==> src/rtl/sync_fifo_param.sv <==
// Parametrised single-clock FIFO with an occupancy count, almost-full/almost-empty
// thresholds, sticky overflow/underflow flags and a synchronous flush.
module sync_fifo_param #(
  parameter int DATA_W    = 8,
  parameter int DEPTH     = 16,
  parameter int AF_THRESH = DEPTH - 2,
  parameter int AE_THRESH = 2,
  localparam int AW       = $clog2(DEPTH),
  localparam int CW       = AW + 1
) (
  input  logic              clk,
  input  logic              rst_n,
  input  logic              wr,
  input  logic              rd,
  input  logic              clr,
  input  logic [DATA_W-1:0] data_in,
  output logic [DATA_W-1:0] data_out,
  output logic              full,
  output logic              empty,
  output logic              almost_full,
  output logic              almost_empty,
  output logic [CW-1:0]     count,
  output logic              overflow,
  output logic              underflow
);

  logic [DATA_W-1:0] mem_q [DEPTH];
  logic [AW-1:0]     wr_ptr_q, wr_ptr_d;
  logic [AW-1:0]     rd_ptr_q, rd_ptr_d;
  logic [CW-1:0]     count_q, count_d;
  logic [DATA_W-1:0] data_out_q, data_out_d;
  logic              full_q, full_d;
  logic              empty_q, empty_d;
  logic              almost_full_q, almost_full_d;
  logic              almost_empty_q, almost_empty_d;
  logic              overflow_q, overflow_d;
  logic              underflow_q, underflow_d;
  logic              rd_en_s;
  logic              wr_en_s;
  logic              flush_s;

  // Accept rules: a write at full only goes through when a read frees a slot.
  always_comb begin
    flush_s = ~rst_n | clr;
    rd_en_s = rd & ~empty_q;
    wr_en_s = wr & (~full_q | rd_en_s);
  end

  // Next-state for pointers, count, read data, sticky errors and status flags.
  always_comb begin
    wr_ptr_d    = wr_en_s ? wr_ptr_q + AW'(1) : wr_ptr_q;
    rd_ptr_d    = rd_en_s ? rd_ptr_q + AW'(1) : rd_ptr_q;
    data_out_d  = rd_en_s ? mem_q[rd_ptr_q] : data_out_q;
    overflow_d  = overflow_q | (wr & ~wr_en_s);
    underflow_d = underflow_q | (rd & empty_q);
    case ({wr_en_s, rd_en_s})
      2'b10:   count_d = count_q + CW'(1);
      2'b01:   count_d = count_q - CW'(1);
      default: count_d = count_q;
    endcase
    // Flags are registered from the next count so they move with the count.
    full_d         = (count_d == CW'(DEPTH));
    empty_d        = (count_d == CW'(0));
    almost_full_d  = (count_d >= CW'(AF_THRESH));
    almost_empty_d = (count_d <= CW'(AE_THRESH));
  end

  // Control state; reset and flush both return everything but storage to idle.
  always_ff @(posedge clk) begin
    if (flush_s) begin
      wr_ptr_q       <= AW'(0);
      rd_ptr_q       <= AW'(0);
      count_q        <= CW'(0);
      data_out_q     <= DATA_W'(0);
      full_q         <= 1'b0;
      empty_q        <= 1'b1;
      almost_full_q  <= 1'b0;
      almost_empty_q <= 1'b1;
      overflow_q     <= 1'b0;
      underflow_q    <= 1'b0;
    end else begin
      wr_ptr_q       <= wr_ptr_d;
      rd_ptr_q       <= rd_ptr_d;
      count_q        <= count_d;
      data_out_q     <= data_out_d;
      full_q         <= full_d;
      empty_q        <= empty_d;
      almost_full_q  <= almost_full_d;
      almost_empty_q <= almost_empty_d;
      overflow_q     <= overflow_d;
      underflow_q    <= underflow_d;
    end
  end

  // Storage array; contents survive flush and reset.
  always_ff @(posedge clk) begin
    if (!flush_s && wr_en_s) begin
      mem_q[wr_ptr_q] <= data_in;
    end
  end

  assign data_out     = data_out_q;
  assign full         = full_q;
  assign empty        = empty_q;
  assign almost_full  = almost_full_q;
  assign almost_empty = almost_empty_q;
  assign count        = count_q;
  assign overflow     = overflow_q;
  assign underflow    = underflow_q;

endmodule

==> config.mk <==
export PLATFORM = sky130hd
export DESIGN_NAME = sync_fifo_param
export DESIGN_NICKNAME = d
export VERILOG_FILES = /design/src/rtl/sync_fifo_param.sv
export SDC_FILE = /design/constraint.sdc
export NUM_CORES = 1
export LEC_CHECK = 0
export ABC_CLOCK_PERIOD_IN_PS = 2600
export CORE_ASPECT_RATIO = 1.25
export CORE_MARGIN = 3
export CORE_UTILIZATION = 53
export DETAILED_ROUTE_END_ITERATION = 10
export HOLD_SLACK_MARGIN = 0.06
export PLACE_DENSITY_LB_ADDON = 0.1
export REMOVE_ABC_BUFFERS = 1
export SETUP_SLACK_MARGIN = 0.2
export SYNTH_ARGS = -nofsm -noshare
export SYNTH_HDL_FRONTEND = slang
export SYNTH_SLANG_ARGS = --single-unit
==> constraint.sdc <==
create_clock -name clk -period 2.6 [get_ports clk]
set_input_delay 0.52 -clock clk [delete_from_list [all_inputs] [get_ports clk]]
set_output_delay 0.52 -clock clk [all_outputs]
set_load 0.01 [all_outputs]
### Word level (Yosys, flattened, before mapping)

Memories as Yosys holds them, arrays and structs flattened. A register that Yosys moved wholly into a read port is not among the register bits.
Index checks and enable logic that the tools add are counted.

| word-level totals | value |
|---|---|
| memory bits (writable) | 128 |
| word-level logic and storage cells | 37 |
| memories | 1 |
| output and inout port bits | 19 |
| register bits after elaboration | 19 |

Memory list:

| memory | words | bits a word | read ports | clocked after Yosys merged registers in | wr ports | line | text |
|---|---|---|---|---|---|---|---|
| mem_q | 16 | 8 | 1 | 1 | 1 | 27 | `logic [DATA_W-1:0] mem_q [DEPTH];` |

| cells by class | value |
|---|---|
| eq/ne operators | 3 |
| reduce and logical (&&, ||, !) cells | 3 |
| mux-type cells | 3 |
| order comparisons | 2 |
| $add $sub $neg | 4 |
| bitwise operators | 12 |

Operators with widths:

| operator | count |
|---|---|
| one-hot mux 5 bit (2 select lines) | 1 |
| adder 4 x 1 -> 4 bit (second input constant) | 2 |
| adder 5 x 1 -> 5 bit (second input constant) | 1 |
| == test 5 bit (second input constant) | 1 |
| >= comparator 5 x 4 -> 1 bit (second input constant) | 1 |
| less-or-equal comparator 5 x 2 -> 1 bit (second input constant) | 1 |
| zero test 5 bit | 1 |
| subtractor 5 x 1 -> 5 bit (second input constant) | 1 |
| bitwise AND 1 bit | 4 |
| inverter 1 bit | 4 |
| OR 1 bit | 4 |
| == test 2 x 1 -> 1 bit (second input constant) | 1 |
| == test 2 bit (second input constant) | 1 |
| two-way mux 1 bit | 2 |
| logical AND 1 bit | 1 |
| zero test 1 bit | 1 |

### Depth between registers and ports, before layout

Gate-level depths: netlist of run 1.

| depth | value |
|---|---|
| depth after elaboration | 7 |
| gate-level depth with buffers | 12 |
| mapped depth without buffers | 11 |

### Worst setup path before layout of run 1

Ideal clock, no wire load.

| timing | value |
|---|---|
| path kind | in2reg |
| start point | input rd |
| end point | register almost_empty_q (netlist: almost_empty) |
| path buffers | 1 |
| cell stages on the path | 12 |
| arrival | 2.695 ns |
| setup time | 0.058 ns |
| setup slack | -0.153 ns |
| path through | nand2b_1 a21boi_2 inv_1 ha_1 buf_2 xor2_1 ha_1 a21o_1 and2_1 o22ai_1 xor2_1 a41o_2 |

| between the ends | value |
|---|---|
| cells in the longest elaborated chain, start to end | 6 |

RTL lines:

| element | line | text |
|---|---|---|
| start, declared | 14 | `input logic rd,` |
| bitwise AND 1 bit (*) | 45 | `rd_en_s = rd & ~empty_q;` |
| OR 1 bit | 46 | `wr_en_s = wr & (~full_q \| rd_en_s);` |
| bitwise AND 1 bit | 46 |  |
| == test 2 x 1 -> 1 bit or == test 2 bit (tied branches) | 56 | `case ({wr_en_s, rd_en_s})` |
| one-hot mux 5 bit (2 select lines) (*) | 56 |  |
| less-or-equal comparator 5 x 2 -> 1 bit (*) | 65 | `almost_empty_d = (count_d <= CW'(AE_THRESH));` |
| end signal, assigned | 89 | `almost_empty_q <= almost_empty_d;` |
| end, declared | 35 | `logic almost_empty_q, almost_empty_d;` |

Mark *: on every way between the ends. The rest lies on a longest branch, timed or not.
A chain may end at the register's enable or synchronous reset.

### Worst setup path after layout of run 1

| timing | value |
|---|---|
| start point | register empty_q (netlist: empty) |
| end point | register empty_q (netlist: empty) |

| between the ends | value |
|---|---|
| cells in the longest elaborated chain, start to end | 7 |

RTL lines:

| element | line | text |
|---|---|---|
| start, declared | 33 | `logic empty_q, empty_d;` |
| start signal, assigned | 87 | `empty_q <= empty_d;` |
| inverter 1 bit (*) | 45 |  |
| bitwise AND 1 bit (*) | 45 |  |
| OR 1 bit | 46 |  |
| bitwise AND 1 bit | 46 |  |
| == test 2 x 1 -> 1 bit or == test 2 bit (tied branches) | 56 |  |
| one-hot mux 5 bit (2 select lines) (*) | 56 |  |
| zero test 5 bit (*) | 63 | `empty_d = (count_d == CW'(0));` |

Marked as above.

==> metrics, run 1 <==
Post-Synthesis Cell Area 0.006162 mm²; clock tree root buffer cell clkbuf_16; RSZ-0062 raised after global routing true; # rows 43; vias in the first global route 3489; Final Hold Viols 0; Period minus WS final 2.365 ns; Die Ht 126.6 µm; crit start category flip-flop; Crit path buffers/inverters 3; commonest non-fill, non-tap cell in the layout edfxtp_1; Pleak 2.565 nW; Tcrit/Tclk final 90.95%; Initial Util 54.80%; First-pass DRT Iterations 4; slew margin rel. 49.13%; Worst-Skew Late Latency 0.42 ns; Clock power frac 45.6%; post-synthesis register bit count 155; Ports 32; P_sw 0.001065 W; post-synthesis to final-layout area growth 22.80%; Crit path top cell by count buf_4; Clock Pin Slew Worst Setup and Hold Paths 0.06 ns; Detail Route Antenna Nets 0; first-pass GRT wire length 19.38 mm; CP max stage delay 0.32 ns; Hold Crit Class flip-flop to flip-flop; VDD IR-drop max 411.6 µV; fraction of registers with async set/reset 0%; port bufs 31; top cell type's share of synthesized area 62.38%; critical-path cell list nand2b_4 > a21boi_4 > inv_2 > ha_4 > xor2_2 > ha_2 > buf_4 > nand2_1 > mux2i_1 > o22ai_2 > xor2_1 > buf_4 > a41o_2; Slowest-stage cell, CP dfxtp_2; CP endpoint kind flip-flop; All-Layer GR Usage 20.76%; layout cells sized above 1 29.48%; Slew Viols, Final 0; hpwl dp 8.203 mm; CP Data Arrival Time 2.68 ns; Yosys cell types 43; final wirelength 12.34 mm; grt ovf 0; htree depth 4; setup violators final 0; most frequent cells in the layout edfxtp_1, buf_4, mux4_2, nor2_1, clkdlybuf4s50_1; Primary FF master, synth edfxtp_1; critical path class flip-flop to flip-flop; largest net degree at the start of global routing 23; vias per cell 5.795; Worst Setup Slack, final 0.2353 ns; Core Box Area 0.01124 mm²; P_int 0.004293 W; share of power burned in registers 50.6%; Final Skew 0.01951 ns; CTS max path bufs 2; TritonCTS Sinks 155; Die ar. 0.01296 mm²; Place WS -0.5450 ns; sw frac 19.87%; DIE WIDTH 102.4 µm; via count 3338; TritonCTS buffer count 17; Placer Congestion 0.7872; Nets 449; Gate power share 3.8%; Gate Count Post-Synth 353; power per standard cell area 708.0 mW/mm²; Post-synth EDFFs 128; Cell Area, Placed 0.006844 mm²; crit-path max FO 5; Synth Area per Inst 17.46 µm²; CP required 2.91 ns; main area contributors after synthesis edfxtp_1, mux4_2, dfxtp_1; design area 0.007567 mm²; Max Cap Viol 0; First DRT Iteration DRCs 227; routed length per instance 21.42 µm; Worst Max-Slew Pin Slew 0.7615 ns; status finished, final reports clean; Residual DRC 0; n_diodes 0; Ys Warns 0; delay-heaviest family, CP compound AO/OA/AOI/OAI gates; sequential share of the synthesized area 71.15%; antenna violations before repair 0; area leader, netlist edfxtp_1; TritonCTS clock tree yes; fmax 422.9 MHz
==> cells in the mapped netlist (2+ instances only) <==
master / instances
buf_6: 4
inv_1: 6
a22oi_1: 16
a22o_1: 8
nand4_1: 2
buf_1: 5
mux4_2: 32
dfxtp_1: 27
a21oi_1: 4
nor2b_1: 3
nor3_1: 5
nand2b_1: 4
buf_2: 2
xor2_1: 7
and2_1: 2
nor2_1: 32
nand2_1: 23
ha_1: 8
clkbuf_1: 6
mux2i_1: 2
edfxtp_1: 128
a211o_1: 2
a41o_2: 2
xnor2_1: 3
buf_4: 2
==> final cells by class <==
type	count	area, µm²
clock inverters	12	137.6
repair buffers	75	654.4
well taps	135	168.9
inverters	6	22.52
flip-flops and latches	155	4387
multi-input cells	173	1730
fillers	777	3677
clock buffers	20	466.7
==> power by group through the flow <==
stage               logic [W]  clock network, W  registers (W)
CTS                  0.000193           0.00247        0.00271
global route         0.000219           0.00258        0.00271
detailed placement   0.000188                 0        0.00276
global placement     0.000183                 0        0.00276
floorplan           0.0000787                 0        0.00277
finish               0.000201           0.00244        0.00271
==> metal layers <==
metal / vias to the layer above / part of all wire [%] / global-route usage, %
li1: 1536 / - / -
met1: 1696 / 40 / 26.54
met2: 87 / 54 / 34.94
met3: 19 / 4.1 / 4.840
met4: 0 / 1.7 / 6.718
met5: - / 0 / 0
==> final timing paths <==
check / startpoint / end / slack, ns / cells past startpoint
worst max-delay path: empty / empty / 0.24 / 13
worst min-delay path: data_out[3] / data_out[3] / 0.48 / 1
worst max register to register: empty / empty / 0.24 / 13
worst min register to register: data_out[3] / data_out[3] / 0.48 / 1
==> through the flow <==
| stage | power [W] | std cells | TNS, ns | hold WS [ns] | util (%) |
|---|---|---|---|---|---|
| floorplan | 0.002846 | 334 | -1.189 | 0.4817 | - |
| detailed placement | 0.002952 | 540 | -8.177 | 0.4694 | 60.87 |
| global route | 0.005510 | 576 | 0 | 0.4996 | 67.30 |
| finish | 0.005358 | 576 | 0 | 0.4814 | 67.30 |
| CTS | 0.005376 | 573 | 0 | 0.4874 | 66.67 |
| global placement | 0.002946 | 540 | -5.865 | 0.4630 | 60.87 |
==> worst reg2reg max path, stage by stage (launching register included) <==
cell and delay, ns:
dfxtp_2 0.32, nand2b_4 0.15, a21boi_4 0.16, inv_2 0.07, ha_4 0.17, xor2_2 0.17, ha_2 0.23, buf_4 0.12
nand2_1 0.05, mux2i_1 0.18, o22ai_2 0.10, xor2_1 0.17, buf_4 0.16, a41o_2 0.21
==> kinds of logic (layout without fill, tap and decap cells) <==
group / after synthesis / in the layout / synth area share, %
AO/OA/AOI/OAI: 43 / 43 / 5.767
XOR/XNOR: 10 / 10 / 1.421
AND/OR/NAND/NOR: 78 / 78 / 5.848
buffers and inverters: 25 / 113 / 2.172
adder cells (fa/ha/maj): 8 / 8 / 1.624
flip-flops: 155 / 155 / 71.15
multiplexers: 34 / 34 / 12.02
==> sequential cells by signal, summed over array words and instances, names as in the netlist <==
register      flops
overflow          1
count             5
mem_q           128
almost_full       1
full              1
underflow         1
almost_empty      1
empty             1
wr_ptr_q          4
data_out          8
rd_ptr_q          4
==> timing repair <==
item / in CTS / in global routing
hold buffers: 0 / 0
buffers inserted: 1 / 3
endpoints found under the setup margin: 7 / 5
pin swaps: 5 / 14
resized for setup: 11 / 9
No activity file was read; power rests on OpenSTA's default activity.
==> run 2: changes to the inputs <==
--- a/config.mk
+++ b/config.mk
@@ -14,6 +14,7 @@
 export PLACE_DENSITY_LB_ADDON = 0.1
 export REMOVE_ABC_BUFFERS = 1
 export SETUP_SLACK_MARGIN = 0.2
+export SKIP_LAST_GASP = 1
 export SYNTH_ARGS = -nofsm -noshare
 export SYNTH_HDL_FRONTEND = slang
 export SYNTH_SLANG_ARGS = --single-unit
==> results of run 2 <==
Final layout, timing and power as in run 1 (identical DEF).
